===== src/rtl/axi_lite_mem_arbiter.sv =====
// Shares one AXI4-lite master port between instruction fetch (read only) and
// load/store, one transaction in flight, with a bound on how long fetch can starve.
module axi_lite_mem_arbiter #(
  parameter int unsigned STARVE_MAX = 4
) (
  input  logic        clk,
  input  logic        reset,
  input  logic        i_req,
  input  logic [31:0] i_addr,
  input  logic        d_req,
  input  logic        d_we,
  input  logic [31:0] d_addr,
  input  logic [31:0] d_wdata,
  input  logic [3:0]  d_wstrb,
  output logic        gnt_i,
  output logic        gnt_d,
  output logic        rsp_valid,
  output logic        rsp_sel,
  output logic [31:0] rsp_data,
  output logic        rsp_err,
  output logic        awvalid,
  input  logic        awready,
  output logic [31:0] awaddr,
  output logic [2:0]  awprot,
  output logic        wvalid,
  input  logic        wready,
  output logic [31:0] wdata,
  output logic [3:0]  wstrb,
  input  logic        bvalid,
  output logic        bready,
  input  logic [1:0]  bresp,
  output logic        arvalid,
  input  logic        arready,
  output logic [31:0] araddr,
  output logic [2:0]  arprot,
  input  logic        rvalid,
  output logic        rready,
  input  logic [31:0] rdata,
  input  logic [1:0]  rresp
);

  localparam int unsigned SW = (STARVE_MAX < 1) ? 1 : $clog2(STARVE_MAX + 1);
  localparam logic [SW-1:0] STARVE_LIM = SW'(STARVE_MAX);

  typedef enum logic [2:0] {
    IDLE,
    RD_ADDR,
    RD_DATA,
    WR_REQ,
    WR_RESP
  } state_e;

  state_e        state_q, state_d;
  logic [SW-1:0] starve_q, starve_d;
  logic          sel_q, sel_d;
  logic [31:0]   addr_q, addr_d;
  logic [31:0]   wdata_q, wdata_d;
  logic [3:0]    wstrb_q, wstrb_d;
  logic [2:0]    arprot_q, arprot_d;
  logic          arvalid_q, arvalid_d;
  logic          rready_q, rready_d;
  logic          awvalid_q, awvalid_d;
  logic          wvalid_q, wvalid_d;
  logic          bready_q, bready_d;
  logic          rsp_valid_q, rsp_valid_d;
  logic          rsp_sel_q, rsp_sel_d;
  logic [31:0]   rsp_data_q, rsp_data_d;
  logic          rsp_err_q, rsp_err_d;

  logic idle;
  logic pick_i;
  logic aw_done;
  logic w_done;
  logic unused_resp_bits;

  // Data normally wins; fetch is forced once it has been passed over STARVE_MAX times.
  assign idle   = (state_q == IDLE);
  assign pick_i = i_req && (!d_req || (starve_q == STARVE_LIM));
  assign gnt_i  = idle && pick_i;
  assign gnt_d  = idle && d_req && !pick_i;

  assign aw_done = !awvalid_q || awready;
  assign w_done  = !wvalid_q || wready;

  assign unused_resp_bits = &{1'b0, rresp[0], bresp[0]};

  always_comb begin
    // NOTE: every _d defaults to its _q (or to 0 for pulses) before the case,
    // so no path leaves a signal unassigned and no latch is inferred.
    state_d     = state_q;
    starve_d    = starve_q;
    sel_d       = sel_q;
    addr_d      = addr_q;
    wdata_d     = wdata_q;
    wstrb_d     = wstrb_q;
    arprot_d    = arprot_q;
    arvalid_d   = arvalid_q;
    rready_d    = rready_q;
    awvalid_d   = awvalid_q;
    wvalid_d    = wvalid_q;
    bready_d    = bready_q;
    rsp_valid_d = 1'b0;
    rsp_sel_d   = rsp_sel_q;
    rsp_data_d  = rsp_data_q;
    rsp_err_d   = rsp_err_q;

    unique case (state_q)
      IDLE: begin
        if (gnt_i) begin
          sel_d     = 1'b0;
          addr_d    = i_addr;
          arprot_d  = 3'b101;
          arvalid_d = 1'b1;
          state_d   = RD_ADDR;
          starve_d  = '0;
        end else if (gnt_d) begin
          sel_d  = 1'b1;
          addr_d = d_addr;
          if (d_we) begin
            wdata_d   = d_wdata;
            wstrb_d   = d_wstrb;
            awvalid_d = 1'b1;
            wvalid_d  = 1'b1;
            state_d   = WR_REQ;
          end else begin
            arprot_d  = 3'b000;
            arvalid_d = 1'b1;
            state_d   = RD_ADDR;
          end
          if (!i_req) begin
            starve_d = '0;
          end else if (starve_q != STARVE_LIM) begin
            starve_d = starve_q + SW'(1);
          end
        end
      end

      RD_ADDR: begin
        if (arready) begin
          arvalid_d = 1'b0;
          rready_d  = 1'b1;
          state_d   = RD_DATA;
        end
      end

      RD_DATA: begin
        if (rvalid) begin
          rready_d    = 1'b0;
          state_d     = IDLE;
          rsp_valid_d = 1'b1;
          rsp_sel_d   = sel_q;
          rsp_data_d  = rdata;
          rsp_err_d   = rresp[1];
        end
      end

      WR_REQ: begin
        // AW and W complete independently; B is only accepted once both are done.
        if (awready) awvalid_d = 1'b0;
        if (wready)  wvalid_d  = 1'b0;
        if (aw_done && w_done) begin
          bready_d = 1'b1;
          state_d  = WR_RESP;
        end
      end

      WR_RESP: begin
        if (bvalid) begin
          bready_d    = 1'b0;
          state_d     = IDLE;
          rsp_valid_d = 1'b1;
          rsp_sel_d   = sel_q;
          rsp_data_d  = 32'h0;
          rsp_err_d   = bresp[1];
        end
      end

      default: state_d = IDLE;
    endcase
  end

  // NOTE: sequential state uses non-blocking assignments so every flop samples
  // the pre-edge values produced by the combinational block.
  always_ff @(posedge clk) begin
    if (reset) begin
      state_q     <= IDLE;
      starve_q    <= '0;
      sel_q       <= 1'b0;
      addr_q      <= 32'h0;
      wdata_q     <= 32'h0;
      wstrb_q     <= 4'h0;
      arprot_q    <= 3'b000;
      arvalid_q   <= 1'b0;
      rready_q    <= 1'b0;
      awvalid_q   <= 1'b0;
      wvalid_q    <= 1'b0;
      bready_q    <= 1'b0;
      rsp_valid_q <= 1'b0;
      rsp_sel_q   <= 1'b0;
      rsp_data_q  <= 32'h0;
      rsp_err_q   <= 1'b0;
    end else begin
      state_q     <= state_d;
      starve_q    <= starve_d;
      sel_q       <= sel_d;
      addr_q      <= addr_d;
      wdata_q     <= wdata_d;
      wstrb_q     <= wstrb_d;
      arprot_q    <= arprot_d;
      arvalid_q   <= arvalid_d;
      rready_q    <= rready_d;
      awvalid_q   <= awvalid_d;
      wvalid_q    <= wvalid_d;
      bready_q    <= bready_d;
      rsp_valid_q <= rsp_valid_d;
      rsp_sel_q   <= rsp_sel_d;
      rsp_data_q  <= rsp_data_d;
      rsp_err_q   <= rsp_err_d;
    end
  end

  assign arvalid   = arvalid_q;
  assign araddr    = addr_q;
  assign arprot    = arprot_q;
  assign rready    = rready_q;
  assign awvalid   = awvalid_q;
  assign awaddr    = addr_q;
  assign awprot    = 3'b000;
  assign wvalid    = wvalid_q;
  assign wdata     = wdata_q;
  assign wstrb     = wstrb_q;
  assign bready    = bready_q;
  assign rsp_valid = rsp_valid_q;
  assign rsp_sel   = rsp_sel_q;
  assign rsp_data  = rsp_data_q;
  assign rsp_err   = rsp_err_q;

endmodule


===== config.mk =====
export PLATFORM = sky130hd
export DESIGN_NAME = axi_lite_mem_arbiter
export DESIGN_NICKNAME = d
export VERILOG_FILES = /design/src/rtl/axi_lite_mem_arbiter.sv
export SDC_FILE = /design/constraint.sdc
export NUM_CORES = 1
export LEC_CHECK = 0
export CAP_MARGIN = 10
export CORE_AREA = 2 2 115 117
export DETAILED_ROUTE_END_ITERATION = 10
export DIE_AREA = 0 0 117 119
export GPL_ROUTABILITY_DRIVEN = 0
export GPL_TIMING_DRIVEN = 0
export PLACE_DENSITY_LB_ADDON = 0.3
export SKIP_CTS_REPAIR_TIMING = 1
export SLEW_MARGIN = 20
export SYNTH_ARGS = -nofsm -noshare
export SYNTH_HDL_FRONTEND = slang
export SYNTH_SLANG_ARGS = --single-unit

===== constraint.sdc =====
create_clock -name clk -period 3.75 [get_ports clk]
set_input_delay 0.5625 -clock clk [delete_from_list [all_inputs] [get_ports clk]]
set_output_delay 0.5625 -clock clk [all_outputs]
set_load 0.01 [all_outputs]

After elaboration in Yosys (flattened, before gate mapping):

Cells that the tools add are included.

* equal/unequal tests: 19
* bitwise operators: 1
* $add $sub $neg: 1
* muxes and demuxes: 49
* reduce and logical (&&, ||, !) cells: 30

Operator list (count)
* $mux 32: 4
* $pmux 32 s2: 1
* $mux 3: 13
* $mux 1: 21
* $ne 2x2->1 const B: 9
* $pmux 1 s2: 8
* $pmux 3 s5: 1
* $reduce_and 3->1: 5
* $reduce_and 5->1: 3
* $reduce_bool 2->1: 6
* $ne 3x3->1 const B: 3
* $reduce_and 4->1: 2
* $eq 3x2->1 const B: 2
* $eq 3x3->1 const B: 2
* $logic_and 1x1->1: 5
* $logic_not 1->1: 4
* $add 3x1->3 const B: 1
* $eq 3x1->1 const B: 1
* $logic_not 3->1: 1
* $logic_or 1x1->1: 3
* $ne 3x1->1 const B: 1
* $mux 2: 1
* $ne 2x1->1 const B: 1
* $reduce_and 2->1: 1
* $not 1->1: 1

* word-level logic and storage cells: 116
* bits in registers: 118
* input port bits: 146

Depth between registers and ports, before layout:

Gate-level depths: netlist of the first run.

* depth in word-level cells: 8
* gate-level depth with buffers: 8

Worst setup path before layout of the first run:

Ideal clock, no wire load.

* path kind: in2out
* start point: input port d_req
* end point: output port gnt_i
* cell stages on the path: 3
* required time: 3.188 ns
* slack: 1.878 ns
* path buffers: 1
* arrival time: 1.309 ns
* cells stage by stage: buf_2 a21boi_2 nor3b_1

* word-level cells in the longest chain between the ends: 4

RTL lines
* start: declaration: RTL line 10 `input logic d_req,`
* $logic_not 1->1: RTL line 78 `assign pick_i = i_req && (!d_req || (starve_q == STARVE_LIM));`
* $logic_or 1x1->1: RTL line 78
* $logic_and 1x1->1: RTL line 78
* $logic_and 1x1->1: RTL line 79 `assign gnt_i = idle && pick_i;`
* end: declaration: RTL line 15 `output logic gnt_i,`

Every way passes these cells.

Worst setup path after layout of the first run:

* start point: input port i_req
* end point: output port gnt_i

* word-level cells in the longest chain between the ends: 2

RTL lines
* start: declaration: RTL line 8 `input logic i_req,`
* $logic_and 1x1->1: RTL line 78
* $logic_and 1x1->1: RTL line 79

Every way passes these cells.

==> results of run 1 <==
==> flip-flops by register name, indices dropped and copies added, names as in the netlist <==
| register | count |
|---|---|
| araddr | 32 |
| state_q | 3 |
| arvalid | 1 |
| rsp_err | 1 |
| wvalid | 1 |
| bready | 1 |
| rsp_data | 32 |
| rsp_valid | 1 |
| arprot | 1 |
| wstrb | 4 |
| wdata | 32 |
| rready | 1 |
| starve_q | 3 |
| rsp_sel | 1 |
| awvalid | 1 |
| sel_q | 1 |
==> cell families after synthesis <==
| family | count (synthesis) | synth area share |
|---|---|---|
| AOI/OAI and AO/OA | 120 | 0.1946 |
| adders and majority gates | 2 | 0.005441 |
| buffers and inverters | 80 | 0.1029 |
| DFF | 116 | 0.5050 |
| muxes | 4 | 0.008980 |
| other | 1 | 0.0008155 |
| and+or+nand+nor | 176 | 0.1823 |
==> report_power, final <==
group	leakage (nW)	total [mW]	internal (mW)	switching [mW]
clock	0.307	1.67	1.11	0.555
sequential	0.946	1.40	1.33	0.0724
combinational	1.98	0.805	0.494	0.311
==> critical path: stages <==
cell and delay, ns:
sky130_fd_sc_hd__clkdlybuf4s50_1 0.59, sky130_fd_sc_hd__inv_1 0.13, sky130_fd_sc_hd__nor3b_1 0.41, sky130_fd_sc_hd__clkdlybuf4s50_1 0.66
==> stage by stage <==
| step | cell area (µm²) | utilization |
|---|---|---|
| 2_1_floorplan | 4609 | - |
| 6_report | 8294 | 0.6442 |
| 5_1_grt | 8294 | 0.6442 |
| 3_3_place_gp | 7682 | 0.5967 |
| 3_5_place_dp | 7682 | 0.5967 |
| 4_1_cts | 8294 | 0.6442 |
==> cell usage after synthesis, drive strengths merged, types with 2 or more instances <==
library cell,number
nor4b,3
o21ai,2
a311oi,2
a21oi,42
buf,55
nor3b,2
a221o,32
nand2b,3
nand3,4
mux2i,3
nor3,3
a22oi,34
inv,8
dfxtp,116
nand4,2
ha,2
nor2,48
clkbuf,17
nand2,73
and2,32
nor2b,2
==> layer usage <==
layer / part of all wire / GRT usage / vias to the layer above / routed length [µm]
met3: 0.069 / 0.05954 / 24 / 1042
met2: 0.51 / 0.3656 / 180 / 7724
met1: 0.40 / 0.2299 / 2204 / 5995
li1: - / - / 2310 / -
met4: 0.021 / 0.08676 / 0 / 313
met5: 0 / 0 / - / 0
==> worst min path at each step <==
stage                   start   endpoint  slack [ns]
finish              wdata[31]  wdata[31]        0.45
global route         wdata[6]   wdata[6]        0.48
CTS                 wdata[31]  wdata[31]        0.46
detailed placement  wdata[18]  wdata[18]        0.45
global placement     wstrb[1]   wstrb[1]        0.44
floorplan               sel_q    rsp_sel        0.46
==> area by class of cell <==
type / count / area [µm²] / area share
multi-input cells: 306 / 1814 / 0.2187
inverters: 8 / 30.03 / 0.003620
plain buffers: 72 / 442.9 / 0.05340
repair buffers: 285 / 2853 / 0.3439
clock buffers: 23 / 488.0 / 0.05883
clock inverters: 9 / 123.9 / 0.01493
flip-flops and latches: 116 / 2322 / 0.2800
well taps: 176 / 220.2 / 0.02655
==> parameters.txt, run 1 <==
Parameter                              Value

Power
  Total chip power ... 3.869 mW
  Static Leakage ... 3.230 nW
  Max VDD drop ... 0.0002332 V
  Power density normalized to cell area ... 466.5 nW/µm²

Global routing
  GRT Resource Usage Total ... 0.2075
  Pin count of the biggest net entering global routing ... 17
  First-pass GRT wire length ... 22.58 mm
  GRT Residual Overflow ... 0
  Antenna violations before repair ... 0
  Number of global-route vias before repair ... 4723

Floorplan
  Height of the chip ... 119 µm
  Effective utilization at floorplan ... 0.3571
  Die Area ... 13920 µm²
  Number of ports placed on the die boundary ... 294
  Placeable core area ... 12870 µm²
  Die width ... 117 µm
  # rows ... 42

Cells and area
  Filler instances ... 1065
  Number of nets in the layout ... 954
  Most frequent cells in the layout ... 285 x sky130_fd_sc_hd__clkdlybuf4s50_1, 116 x sky130_fd_sc_hd__dfxtp_1, 73 x sky130_fd_sc_hd__nand2_1, 48 x sky130_fd_sc_hd__nor2_1, 41 x sky130_fd_sc_hd__a21oi_1
  Number of antenna repair diodes ... 0
  Growth of design area from synthesis to finish ... 80.38%
  Fraction of final layout cells with drive strength greater than 1 ... 0.1148
  Most frequent standard cell in the layout excluding fill and tap cells ... sky130_fd_sc_hd__clkdlybuf4s50_1
  Post-route insts no fill ... 995

Clocking
  CTS sink cnt ... 116
  TritonCTS Buffers ... 17
  TritonCTS clock tree ... done
  Max Buffers Root-to-Sink ... 2
  H-tree levels ... 4
  Clock latency on the worst-skew pair ... 0.41 ns
  Clock transition at the registers of the reported paths ... 0.05 ns
  Buffer type at the clock tree root ... sky130_fd_sc_hd__clkbuf_16

Placed design
  Setup Slack @ Placement ... 0.8016 ns
  Hpwl dp ... 11.54 mm
  Count of buffers inserted at the top-level ports ... 285
  Number of cells in the design after placement ... 963

Logic synthesis
  Library cells used by synthesis ... 41
  Synthesized netlist cell count ... 499
  Total of flip-flops plus latches after synthesis ... 116
  Cell Area, Synth ... 4598 µm²
  Leading post-synthesis cells by cell area ... sky130_fd_sc_hd__dfxtp_1 51%, sky130_fd_sc_hd__a221o_1 7.0%, sky130_fd_sc_hd__buf_4 6.5%
  Portion of synthesized cell area occupied by the leading cell type ... 0.5050
  Sequential fraction of the synthesis area ... 0.5050
  Share of synthesized flip-flops with an asynchronous set or reset ... 0
  Top cell type by total area after synthesis ... sky130_fd_sc_hd__dfxtp_1
  Warnings, synthesis ... 0
  Number of synthesized flops with an enable pin ... 0
  Top_reg_cell synth ... sky130_fd_sc_hd__dfxtp_1
  Avg Synthesized Cell Area ... 9.215 µm²

STA
  WHS ... 0.4501 ns
  Final setup violation count ... 0
  Worst max-slew margin expressed relative to the limit ... 0.6593
  Setup Total Neg Slack ... 0 ns
  Final max-slew violation count ... 0
  Transition time of the tightest slew-check pin ... 0.5110 ns
  Fmax ... 342.5 MHz
  Shortest period the worst path allows ... 2.920 ns
  Post-route setup slack ... 0.8300 ns
  Final cycle utilization of the critical path ... 0.7787
  Fin Clk Skew ... 0.007170 ns
  Final Hold Vio Count ... 0
  Setup repair after global routing missed its margin ... no

Outcome
  Result of the run ... complete, no violations

Hold path
  Cell depth of the worst min-delay path ... 2
  Hold crit path type ... reg2reg

Worst setup path
  Critical Path RT ... 3.19 ns
  Path depth of the worst reg2reg path ... 7
  Max FO, Critical Path ... 6
  Timing endpoint of the critical path ... gnt_i
  Type of the worst setup path ... in2out
  R2R setup slack ... 1.90 ns
  Critical register-to-register path startpoint ... starve_q[0]
  Category of the worst setup path launch point ... input port
  Source of the critical timing path ... i_req
  CP endpoint kind ... primary output
  Data arrival time of the critical path ... 2.36 ns
  Destination of the worst register-to-register timing path ... wstrb[2]

Routing
  Iteration-0 DRC count of the detailed router ... 243
  Post-detailed-route DRC marker count ... 0
  Avg Vias per Cell ... 4.742
  Wire length after detailed routing ... 15.08 mm
  Number of iterations in the first detailed-routing pass ... 4
  Antenna Violating Nets Remaining ... 0
  Via count of the routed design ... 4718
  Post-detailed-route wirelength per cell ... 15.15 µm

Flow run
  Max-Cap Viols ... 0
No activity file was read; power rests on OpenSTA's default activity.
==> run 2, diff against run 1 <==
--- a/config.mk
+++ b/config.mk
@@ -6,9 +6,8 @@
 export NUM_CORES = 1
 export LEC_CHECK = 0
 export CAP_MARGIN = 10
-export CORE_AREA = 2 2 115 117
+export CORE_UTILIZATION = 37
 export DETAILED_ROUTE_END_ITERATION = 10
-export DIE_AREA = 0 0 117 119
 export GPL_ROUTABILITY_DRIVEN = 0
 export GPL_TIMING_DRIVEN = 0
 export PLACE_DENSITY_LB_ADDON = 0.3
==> constraint.sdc (replaced) <==
create_clock -name clk -period 2.8 [get_ports clk]
set_input_delay 0.42 -clock clk [delete_from_list [all_inputs] [get_ports clk]]
set_output_delay 0.42 -clock clk [all_outputs]
set_load 0.01 [all_outputs]
==> parameters.txt, run 2 (same netlist as run 1, synthesis figures left out) <==
Parameter                              Value

Worst setup path
  CP endpoint kind ... primary output
  Critical Path RT ... 2.38 ns (-0.81 ns)
  R2R setup slack ... 0.91 ns (-0.99 ns)
  Data arrival time of the critical path ... 2.15 ns (-0.21 ns)
  Type of the worst setup path ... reg2out
  Max FO, Critical Path ... 9 (+3)
  Category of the worst setup path launch point ... flip-flop

Floorplan
  Placeable core area ... 12060 µm² (-6.3%)
  Number of ports placed on the die boundary ... 294 (unchanged)
  Height of the chip ... 113.5 µm (-4.6%)
  Die Area ... 12880 µm² (-7.5%)
  Effective utilization at floorplan ... 0.3812 (+0.02408)
  Die width ... 113.5 µm (-3.0%)
  # rows ... 40 (-4.8%)

Placed design
  Count of buffers inserted at the top-level ports ... 285 (unchanged)
  Hpwl dp ... 11.66 mm (+1.1%)
  Post-place instance area ... 7672 µm² (-0.13%)

Cells and area
  Summed area of non-filler cells in the final layout ... 8290 µm² (about the same)
  Growth of design area from synthesis to finish ... 80.30% (about the same)
  Most frequent cells in the layout ... 285 x sky130_fd_sc_hd__clkdlybuf4s50_1, 116 x sky130_fd_sc_hd__dfxtp_1, 73 x sky130_fd_sc_hd__nand2_1, 48 x sky130_fd_sc_hd__nor2_1, 41 x sky130_fd_sc_hd__a21oi_1
  Number of antenna repair diodes ... 0 (unchanged)
  Number of nets in the layout ... 954 (unchanged)
  Most frequent standard cell in the layout excluding fill and tap cells ... sky130_fd_sc_hd__clkdlybuf4s50_1
  Fraction of final layout cells with drive strength greater than 1 ... 0.1174 (+0.002585)

Clocking
  Clock latency on the worst-skew pair ... 0.41 ns (about the same)
  TritonCTS Buffers ... 17 (unchanged)
  Buffer type at the clock tree root ... sky130_fd_sc_hd__clkbuf_16
  Clock transition at the registers of the reported paths ... 0.06 ns (about the same)
  Max Buffers Root-to-Sink ... 2 (unchanged)
  TritonCTS clock tree ... done
  CTS sink cnt ... 116 (unchanged)
  H-tree levels ... 4 (unchanged)

Global routing
  GRT Resource Usage Total ... 0.2394 (+0.03191)
  Busiest metal layer after global routing ... met2
  GRT Residual Overflow ... 0 (unchanged)
  Met1 Resource Use GR ... 0.2622 (+0.03232)
  First-pass GRT wire length ... 24.15 mm (+7.0%)
  Pin count of the biggest net entering global routing ... 17 (unchanged)
  Number of global-route vias before repair ... 5020 (+6.3%)
  Met2 global-route usage ... 0.4280 (+0.06244)
  Global routing met3 resource utilization ... 0.07067 (+0.01113)
  Antenna violations before repair ... 0 (unchanged)

Hold path
  Hold crit path type ... in2reg

STA
  Setup repair after global routing missed its margin ... no
  Worst max-slew margin expressed relative to the limit ... 0.6649 (+0.005592)
  Shortest period the worst path allows ... 2.566 ns
  Fin Clk Skew ... 0.006957 ns (-0.0002127 ns)
  Fmax ... 389.7 MHz
  Final cycle utilization of the critical path ... 0.9164
  Final Hold Vio Count ... 0 (unchanged)
  Final setup violation count ... 0 (unchanged)
  Final max-slew violation count ... 0 (unchanged)
  Transition time of the tightest slew-check pin ... 0.5026 ns (-0.008388 ns)
  Setup Total Neg Slack ... 0 ns (unchanged)

Routing
  Wire length after detailed routing ... 15.37 mm (+2.0%)
  Post-detailed-route DRC marker count ... 0 (unchanged)
  Avg Vias per Cell ... 4.885 (+3.0%)
  Antenna Violating Nets Remaining ... 0 (unchanged)
  Post-detailed-route wirelength per cell ... 15.59 µm (+2.9%)
  Via count of the routed design ... 4817 (+2.1%)
  Number of iterations in the first detailed-routing pass ... 4 (unchanged)
  Iteration-0 DRC count of the detailed router ... 197 (-19%)

Flow run
  Max-Cap Viols ... 0 (unchanged)

Power
  Max VDD drop ... 0.0003263 V (+40%)
  Static Leakage ... 3.216 nW (-0.45%)
  Power density normalized to cell area ... 626.7 nW/µm² (+34%)

Outcome
  Result of the run ... complete, no violations
[run 2: cell types whose count changed in the layout (fill, tap and decap cells not counted)]
cell                         delta
sky130_fd_sc_hd__clkbuf_1       -2
sky130_fd_sc_hd__nor3b_2        +1
sky130_fd_sc_hd__clkinvlp_4     +4
sky130_fd_sc_hd__clkbuf_8       -4
sky130_fd_sc_hd__inv_6          -1
sky130_fd_sc_hd__nor3b_1        -1
sky130_fd_sc_hd__clkinv_4       +2
sky130_fd_sc_hd__clkinv_2       -1
sky130_fd_sc_hd__bufinv_16      +1
[run 2: final timing paths]
kind,startpoint,to,cells past startpoint
worst min register to register,wstrb[1],wstrb[1],2
worst max register to register,starve_q[0],wdata[3],7
worst max-delay path,state_q[2],gnt_i,3
worst min-delay path,d_req,state_q[1],3
[run 2: layer usage]
metal,share of wire,vias to the layer above,routed length [µm]
met3,0.070,26,1075
met1,0.40,2261,6181
li1,-,2319,-
met2,0.51,211,7765
met4,0.023,0,348
met5,0,-,0
[run 2: stage by stage]
| step | utilization | hold slack, ns | instances | power [mW] | worst slack [ns] |
|---|---|---|---|---|---|
| 6_report | 0.6873 | 0.3560 | 986 | 5.196 | 0.2341 |
| 5_1_grt | 0.6873 | 0.3970 | 986 | 5.411 | 0.1069 |
| 4_1_cts | 0.6869 | 0.3350 | 986 | 5.236 | 0.08236 |
| 3_5_place_dp | 0.6361 | 0.4471 | 955 | 2.978 | 0.1875 |
| 3_3_place_gp | 0.6361 | 0.4420 | 955 | 2.950 | 0.2206 |
| 2_1_floorplan | - | 0.4611 | 502 | 2.340 | 1.213 |
[run 2: area by class of cell]
cell class	count	area (µm²)
Buffer	72	442.9
Sequential cell	116	2322
Clock inverter	14	187.7
Inverter	8	30.03
Fill cell	938	3771
Tap cell	168	210.2
Clock buffer	17	425.4
Multi-Input combinational cell	306	1819
Timing Repair Buffer	285	2853
[run 2: power breakdown]
part / internal [mW] / switching (mW) / leakage, nW / total (mW)
sequential: 1.77 / 0.0934 / 0.946 / 1.87
clock: 1.48 / 0.771 / 0.290 / 2.25
combinational: 0.663 / 0.418 / 1.98 / 1.08
[run 2: critical path: stages, from the launching register on]
cell	delay (ns)
sky130_fd_sc_hd__dfxtp_1	0.38
sky130_fd_sc_hd__nor3_4	0.37
sky130_fd_sc_hd__nor3b_2	0.34
sky130_fd_sc_hd__clkdlybuf4s50_1	0.64
